File: config.mk
export PLATFORM = sky130hd
export DESIGN_NAME = decoder_in_encoder_flat
export DESIGN_NICKNAME = d
export VERILOG_FILES = /design/src/rtl/decoder_in_encoder_if.sv /design/src/rtl/decoder_in_encoder.sv /design/src/flat_wrapper.sv
export SDC_FILE = /design/constraint.sdc
export NUM_CORES = 1
export LEC_CHECK = 0
export BUFFER_PORTS_ARGS = -buffer_cell sky130_fd_sc_hd__buf_2
export CORE_MARGIN = 8
export CORE_UTILIZATION = 45
export CTS_BUF_LIST = sky130_fd_sc_hd__clkbuf_8
export DETAILED_ROUTE_END_ITERATION = 8
export PLACE_DENSITY = 0.69
export SYNTH_ARGS = -nofsm -noshare
export SYNTH_HDL_FRONTEND = slang
export SYNTH_SLANG_ARGS = --single-unit
File: constraint.sdc
create_clock -name clk -period 1.8 [get_ports clk]
set_clock_uncertainty 0.05 [all_clocks]
set_input_delay 0.36 -clock clk [delete_from_list [all_inputs] [get_ports clk]]
set_output_delay 0.36 -clock clk [all_outputs]
set_load 0.02 [all_outputs]
File: src/rtl/decoder_in_encoder_if.sv
// Valid/ready stream bundle for the one-hot to binary encoder: one-hot words in, encoded index plus flags out.
interface decoder_in_encoder_if #(
  parameter int N_IN = 8
);
  localparam int OUT_W = $clog2(N_IN);

  logic             in_valid;
  logic             in_ready;
  logic [N_IN-1:0]  in_vec;
  logic             out_valid;
  logic             out_ready;
  logic [OUT_W-1:0] out_idx;
  logic             out_zero;
  logic             out_multi;

  modport master (
    output in_valid, in_vec, out_ready,
    input  in_ready, out_valid, out_idx, out_zero, out_multi
  );

  modport slave (
    input  in_valid, in_vec, out_ready,
    output in_ready, out_valid, out_idx, out_zero, out_multi
  );
endinterface

File: src/rtl/decoder_in_encoder.sv
// Stream encoder: one-hot word -> MSB-priority binary index with zero/multi-hot flags, 2-entry output buffer.
// Optional saturating error counter on err_cnt when DECODER_IN_ERR_CNT_EN is defined.
module decoder_in_encoder #(
  parameter  int N_IN  = 8,
  localparam int OUT_W = $clog2(N_IN)
) (
  input  logic                clk,
  input  logic                rst_n,
  decoder_in_encoder_if.slave stream
`ifdef DECODER_IN_ERR_CNT_EN
  ,
  output logic [15:0]         err_cnt
`endif
);

  localparam int ENTRY_W = OUT_W + 2;

  logic               released;
  logic [1:0]         count;
  logic               wr_ptr;
  logic               rd_ptr;
  logic [ENTRY_W-1:0] mem [2];

  logic               in_ready;
  logic               push;
  logic               pop;
  logic [OUT_W-1:0]   enc_idx;
  logic               enc_zero;
  logic               enc_multi;
  logic               seen;
  logic [ENTRY_W-1:0] head;

  assign in_ready = released && (count != 2'd2);
  assign push     = stream.in_valid && in_ready;
  assign pop      = stream.out_ready && (count != 2'd0);

  // Later (higher) set bits overwrite the index, giving MSB priority; a second hit marks multi-hot.
  always_comb begin
    enc_idx   = '0;
    enc_multi = 1'b0;
    seen      = 1'b0;
    for (int i = 0; i < N_IN; i++) begin
      if (stream.in_vec[i]) begin
        enc_idx   = OUT_W'(i);
        enc_multi = enc_multi | seen;
        seen      = 1'b1;
      end
    end
    enc_zero = ~seen;
  end

  always_ff @(posedge clk or negedge rst_n) begin
    if (!rst_n) begin
      released <= 1'b0;
      count    <= 2'd0;
      wr_ptr   <= 1'b0;
      rd_ptr   <= 1'b0;
      mem[0]   <= '0;
      mem[1]   <= '0;
    end else begin
      released <= 1'b1;
      if (push) begin
        mem[wr_ptr] <= {enc_idx, enc_zero, enc_multi};
        wr_ptr      <= ~wr_ptr;
      end
      if (pop) begin
        rd_ptr <= ~rd_ptr;
      end
      case ({push, pop})
        2'b10:   count <= count + 2'd1;
        2'b01:   count <= count - 2'd1;
        default: count <= count;
      endcase
    end
  end

  // Outputs come straight from buffer storage, so they hold while the consumer stalls.
  assign head             = mem[rd_ptr];
  assign stream.in_ready  = in_ready;
  assign stream.out_valid = (count != 2'd0);
  assign stream.out_idx   = head[ENTRY_W-1:2];
  assign stream.out_zero  = head[1];
  assign stream.out_multi = head[0];

`ifdef DECODER_IN_ERR_CNT_EN
  always_ff @(posedge clk or negedge rst_n) begin
    if (!rst_n) begin
      err_cnt <= 16'h0000;
    end else if (push && (enc_zero || enc_multi) && (err_cnt != 16'hFFFF)) begin
      err_cnt <= err_cnt + 16'h0001;
    end
  end
`endif

endmodule
File: src/flat_wrapper.sv
// flat-port wrapper written by rule: the top's interface ports become plain ports
module decoder_in_encoder_flat 
#(
  parameter  int N_IN  = 8,
  localparam int OUT_W = $clog2(N_IN)
)
  (clk, rst_n, stream_in_valid, stream_in_vec, stream_out_ready, stream_in_ready, stream_out_valid, stream_out_idx, stream_out_zero, stream_out_multi);
  decoder_in_encoder_if #(.N_IN(N_IN)) stream_i ();
  input  logic clk;
  input  logic rst_n;
  input wire logic [$bits(stream_i.in_valid)-1:0] stream_in_valid;
  input wire logic [$bits(stream_i.in_vec)-1:0] stream_in_vec;
  input wire logic [$bits(stream_i.out_ready)-1:0] stream_out_ready;
  output wire logic [$bits(stream_i.in_ready)-1:0] stream_in_ready;
  output wire logic [$bits(stream_i.out_valid)-1:0] stream_out_valid;
  output wire logic [$bits(stream_i.out_idx)-1:0] stream_out_idx;
  output wire logic [$bits(stream_i.out_zero)-1:0] stream_out_zero;
  output wire logic [$bits(stream_i.out_multi)-1:0] stream_out_multi;
  assign stream_i.in_valid = stream_in_valid;
  assign stream_i.in_vec = stream_in_vec;
  assign stream_i.out_ready = stream_out_ready;
  assign stream_in_ready = stream_i.in_ready;
  assign stream_out_valid = stream_i.out_valid;
  assign stream_out_idx = stream_i.out_idx;
  assign stream_out_zero = stream_i.out_zero;
  assign stream_out_multi = stream_i.out_multi;
  decoder_in_encoder #(.N_IN(N_IN)) u_core (.clk(clk), .rst_n(rst_n), .stream(stream_i));
endmodule
## After elaboration in Yosys (flattened, before gate mapping)

Index checks and enable logic that the tools add are counted.

- Bits in registers: 15
- Input bits: 12
- Logic and storage cells: 60

- $add $sub $neg: 2
- Magnitude comparators: 3
- Eq/ne operators: 3
- Multiplexer cells: 29
- Bitwise gates (word level): 11
- Reductions and logical operators: 6

Operators by type and width:

| operator | count |
|---|---|
| two-way mux 5 bit | 4 |
| two-way mux 3 bit | 6 |
| two-way mux 1 bit | 16 |
| bitwise mux 10 bit | 1 |
| bitwise OR 1 bit | 6 |
| demux 5 bit (select 1 bit) | 1 |
| >= comparator 2 bit, second input constant | 2 |
| logical AND 1 bit | 4 |
| inverter 1 -> 2 bit | 2 |
| case mux 2 bit (2 select lines) | 1 |
| nonzero test 2 bit | 2 |
| inverter 1 bit | 3 |
| adder 2 x 1 -> 2 bit, second input constant | 1 |
| == test 2 x 1 -> 1 bit, second input constant | 1 |
| == test 2 bit, second input constant | 1 |
| less-than comparator 2 x 1 -> 1 bit, second input constant | 1 |
| inequality test 2 bit, second input constant | 1 |
| subtractor 2 x 1 -> 2 bit, second input constant | 1 |

## Longest topological paths before layout

- Word-level depth: 15
- Gate-level depth with buffers: 6
- Depth with buffers taken out: 6

## Worst setup path before layout

OpenSTA, ideal clock, no wires.

- Path kind: input to register
- Start: in stream_in_vec[2]
- End: reg u_core.mem[5] in the netlist's numbering
- Arrival time: 1.640 ns
- Data required time: 1.625 ns
- Setup slack: -0.014 ns
- Cell stages on the path: 4
- Buffers on the path: 0
- Cell sequence: or4_4 > a2111oi_4 > o31ai_1 > mux2_2

- Longest elaborated chain between the ends: 12
- Elaborated cells between the ends (all ways): 17
- Classes of those cells: mux: 12; bitwise: 5

RTL lines:

| item | line | text |
|---|---|---|
| start: declaration | flat_wrapper.sv:12 | `input wire logic [$bits(stream_i.in_vec)-1:0] stream_in_vec;` |
| two-way mux 1 bit | decoder_in_encoder.sv:43 | `if (stream.in_vec[i]) begin` |
| bitwise OR 1 bit | decoder_in_encoder.sv:45 | `enc_multi = enc_multi \| seen;` |
| two-way mux 1 bit | decoder_in_encoder.sv:43 |  |
| bitwise OR 1 bit | decoder_in_encoder.sv:45 |  |
| two-way mux 1 bit | decoder_in_encoder.sv:43 |  |
| bitwise OR 1 bit | decoder_in_encoder.sv:45 |  |
| two-way mux 1 bit | decoder_in_encoder.sv:43 |  |
| bitwise OR 1 bit | decoder_in_encoder.sv:45 |  |
| two-way mux 1 bit | decoder_in_encoder.sv:43 |  |
| bitwise OR 1 bit | decoder_in_encoder.sv:45 |  |
| two-way mux 1 bit (*) | decoder_in_encoder.sv:43 |  |
| bitwise mux 10 bit (*) | decoder_in_encoder.sv:63 | `mem[wr_ptr] <= {enc_idx, enc_zero, enc_multi};` |
| end signal: indexed assignment | decoder_in_encoder.sv:63 |  |
| end: declaration | decoder_in_encoder.sv:22 | `logic [ENTRY_W-1:0] mem [2];` |

Mark *: on every way between the ends. The rest lies on a longest branch, timed or not.
A chain may end at the register's enable or synchronous reset.

## Worst setup path in the final report

- Start: reg u_core.rd_ptr
- End: out stream_out_multi

- Longest elaborated chain between the ends: 4

RTL lines:

| item | line | text |
|---|---|---|
| start: declaration | decoder_in_encoder.sv:21 | `logic rd_ptr;` |
| start signal: assignment | decoder_in_encoder.sv:67 | `rd_ptr <= ~rd_ptr;` |
| inverter 1 -> 2 bit (not written as such) | decoder_in_encoder.sv:78 | `assign head = mem[rd_ptr];` |
| two-way mux 5 bit (not written as such) (3 in series) | decoder_in_encoder.sv:78 |  |
| end: declaration | flat_wrapper.sv:18 | `output wire logic [$bits(stream_i.out_multi)-1:0] stream_out_multi;` |

Every way passes these cells. The select of a mux whose other input is x is not followed.

==> results.json <==
{
  "portBuffers": 18,
  "synth-xor-area-share_pct": 5.385,
  "numCtsBuffers": 3,
  "synth_top_area_share_pct": 46.15,
  "p_per_area_nw_per_um2": 1317,
  "antenna_found_initial": 0,
  "via_count": 625,
  "via_per_inst": 5.165,
  "synth-seq-cells": 15,
  "fmax_ghz": 0.5870,
  "leakagePower_nw": 0.4158,
  "yosysSeqAreaShare_pct": 46.15,
  "post-route-period-util_pct": 94.65,
  "first_pass_iters": 4,
  "whs_endpoint": "u_core.rd_ptr$_DFFE_PN0P_",
  "synthMuxAreaShare_pct": 18.00,
  "ys.warnings.count": 0,
  "outcome": "finished clean",
  "grt_max_degree": 16,
  "synth_cells": 68,
  "clk_latency_ns": 0.24,
  "reg2reg_depth": 5,
  "peakVddDrop_v": 0.0006819,
  "synth_top_family_by_area": "multiplexers",
  "drt_iter0_drc": 8,
  "holdPathStages": 3,
  "final_util_pct": 60.44,
  "cp-start-kind": "register",
  "grt_pass1_vias": 649,
  "layout_common_cells": "buf_2, dfrtp_1, mux2_2, nor2_1, buf_4",
  "cts_sinks": 15,
  "yosysUniqueCellTypes": 29,
  "io_pins": 19,
  "grt_pass1_wl_um": 2794,
  "finalMaxSlewViolations": 0,
  "min_from": "stream_out_ready",
  "dp.cells": 116,
  "htreeDepth": 1,
  "die-area_um2": 3423,
  "nets": 110,
  "synth_area_leaders": "dfrtp_1, mux2_2, a2111oi_4, mux2_1, xnor2_1",
  "synth_compound_area_share_pct": 15.38,
  "drive_gt1_share_pct": 41.67,
  "yosysTopAreaCell": "dfrtp_1",
  "grt_overflow_total": 0,
  "clk_pin_slew_ns": 0.06,
  "hold_viol_final": 0,
  "row_count": 15,
  "whs_ns": 0.4025,
  "cts-resized-gates": 0,
  "syn_area_um2": 813.3,
  "critPathMaxFanout": 6,
  "postCtsSetupRepairBufs": 0,
  "place_congestion": 0.7230,
  "place_hpwl_um": 1315,
  "drc_errors": 0,
  "wl_per_cell_um": 13.36,
  "initial_core_util_pct": 47.62,
  "die_h_um": 58.51,
  "layout.cells.non_filler": 121,
  "required_ns": 1.39,
  "drv_cap": 0,
  "r2r_end": "u_core.count[1]$_DFFE_PN0P_",
  "rsz0062_at_grt": "no",
  "setup_viol": 0,
  "crit_path_start": "u_core.rd_ptr$_DFFE_PN0P_",
  "layout_min_cycle_time_ns": 1.704,
  "synthAdderAreaFrac_pct": 1.538,
  "totalWireLength_um": 1617,
  "core_area_um2": 1708,
  "detail-route-antenna-nets": 0,
  "r2r_start": "u_core.count[0]$_DFFE_PN0P_",
  "path_class": "reg -> out",
  "cp_data_arrival_time_ns": 1.29,
  "dp_slack_ns": -0.1534,
  "root_buffer": "clkbuf_8",
  "syn2layout_area_growth_pct": 26.92,
  "n_antenna_cell": 0,
  "yosys.area_share.simple_pct": 11.69,
  "cp-end-kind": "output pin",
  "grt_usage_pct": 10.44,
  "avgSynthCellArea_um2": 11.96,
  "hp-class": "in -> reg",
  "r2r_slack_ns": 0.19,
  "synth_nets": 81,
  "fill_cells": 146,
  "fin_ws_ns": 0.09638,
  "layout_commonest_cell": "buf_2",
  "total_power_w": 0.001359,
  "die_w_um": 58.51,
  "cts_buffer_depth": 2,
  "cts_tree": "yes"
}
-- worst max path at each step --
| stage | end | slack, ns | cells after the start |
|---|---|---|---|
| final | stream_out_multi | 0.1 | 2 |
| after global routing | stream_out_idx[2] | 0.04 | 2 |
| after CTS | stream_out_multi | 0.08 | 2 |
| after detailed placement | u_core.mem[5]$_DFFE_PN0P_ | -0.15 | 5 |
| after global placement | u_core.mem[5]$_DFFE_PN0P_ | -0.10 | 5 |
| after floorplan | u_core.mem[5]$_DFFE_PN0P_ | 0.05 | 4 |
-- power by group --
part | internal [W] | total, W | switching (W)
clock network | 0.000153 | 0.000267 | 0.000114
registers | 0.000459 | 0.000560 | 0.000100
logic | 0.000271 | 0.000532 | 0.000262
-- state kept, by name (all words and copies together), names as in the netlist --
signal / cells
u_core.mem: 10
u_core.count: 2
u_core.rd_ptr: 1
u_core.released: 1
u_core.wr_ptr: 1
-- layer usage --
metal | vias to the layer above | global-route usage (%) | share of wire (%)
met4 | 0 | 7.343 | 1.7
met1 | 297 | 12.88 | 49
met3 | 2 | 1.739 | 2.6
met2 | 16 | 16.06 | 46
met5 | - | 0 | 0
li1 | 310 | - | -
-- worst max-delay path, cell delays in order (launching register included) --
cell	delay [ns]
dfrtp_1	0.51
mux2_2	0.38
buf_2	0.16
-- synthesized netlist by cell type --
| master | number |
|---|---|
| mux2_2 | 9 |
| conb_1 | 1 |
| xnor2_1 | 4 |
| ha_1 | 1 |
| nor2b_1 | 1 |
| nor4_1 | 1 |
| or4_4 | 1 |
| dfrtp_1 | 15 |
| nand2b_1 | 1 |
| clkbuf_1 | 1 |
| nor2_1 | 6 |
| o21a_1 | 1 |
| o21bai_1 | 1 |
| xor2_1 | 1 |
| o21ai_0 | 1 |
| nor3_1 | 3 |
| and2_1 | 1 |
| or4_1 | 1 |
| nand2_1 | 2 |
| o31ai_1 | 1 |
| a2bb2oi_1 | 1 |
| a2111oi_4 | 2 |
| a21oi_1 | 2 |
| inv_1 | 2 |
| mux2_1 | 4 |
| a211oi_1 | 1 |
| o211ai_1 | 1 |
| o2111ai_1 | 1 |
| or2_1 | 1 |
-- stage by stage --
stage	instance area [µm²]	TNS (ns)
2_1_floorplan	813.3	0
3_3_place_gp	975.9	-0.2027
3_5_place_dp	975.9	-0.2969
4_1_cts	1032	0
5_1_grt	1032	0
6_report	1032	0
-- area by class of cell --
type	count	area, µm²	share of cell area, %
clock buffers	3	41.29	4.000
clock inverters	1	5.005	0.4848
inverters	2	7.507	0.7273
multi-input cells	50	426.7	41.33
flip-flops and latches	15	375.4	36.36
well taps	25	31.28	3.030
repair buffers	25	145.1	14.06
-- timing repair --
action / CTS / global route
hold buffers: 1 / 0
setup endpoints to repair: 0 / 0
hold endpoints to repair: 15 / 0
-- logic make-up after synthesis --
kind of cell,after synthesis
simple gates,18
xor+xnor,5
other cells,1
fa+ha+maj,1
mux,13
buf+inv,3
compound gates,12
flops,15
(Power assumes the default switching activity.)
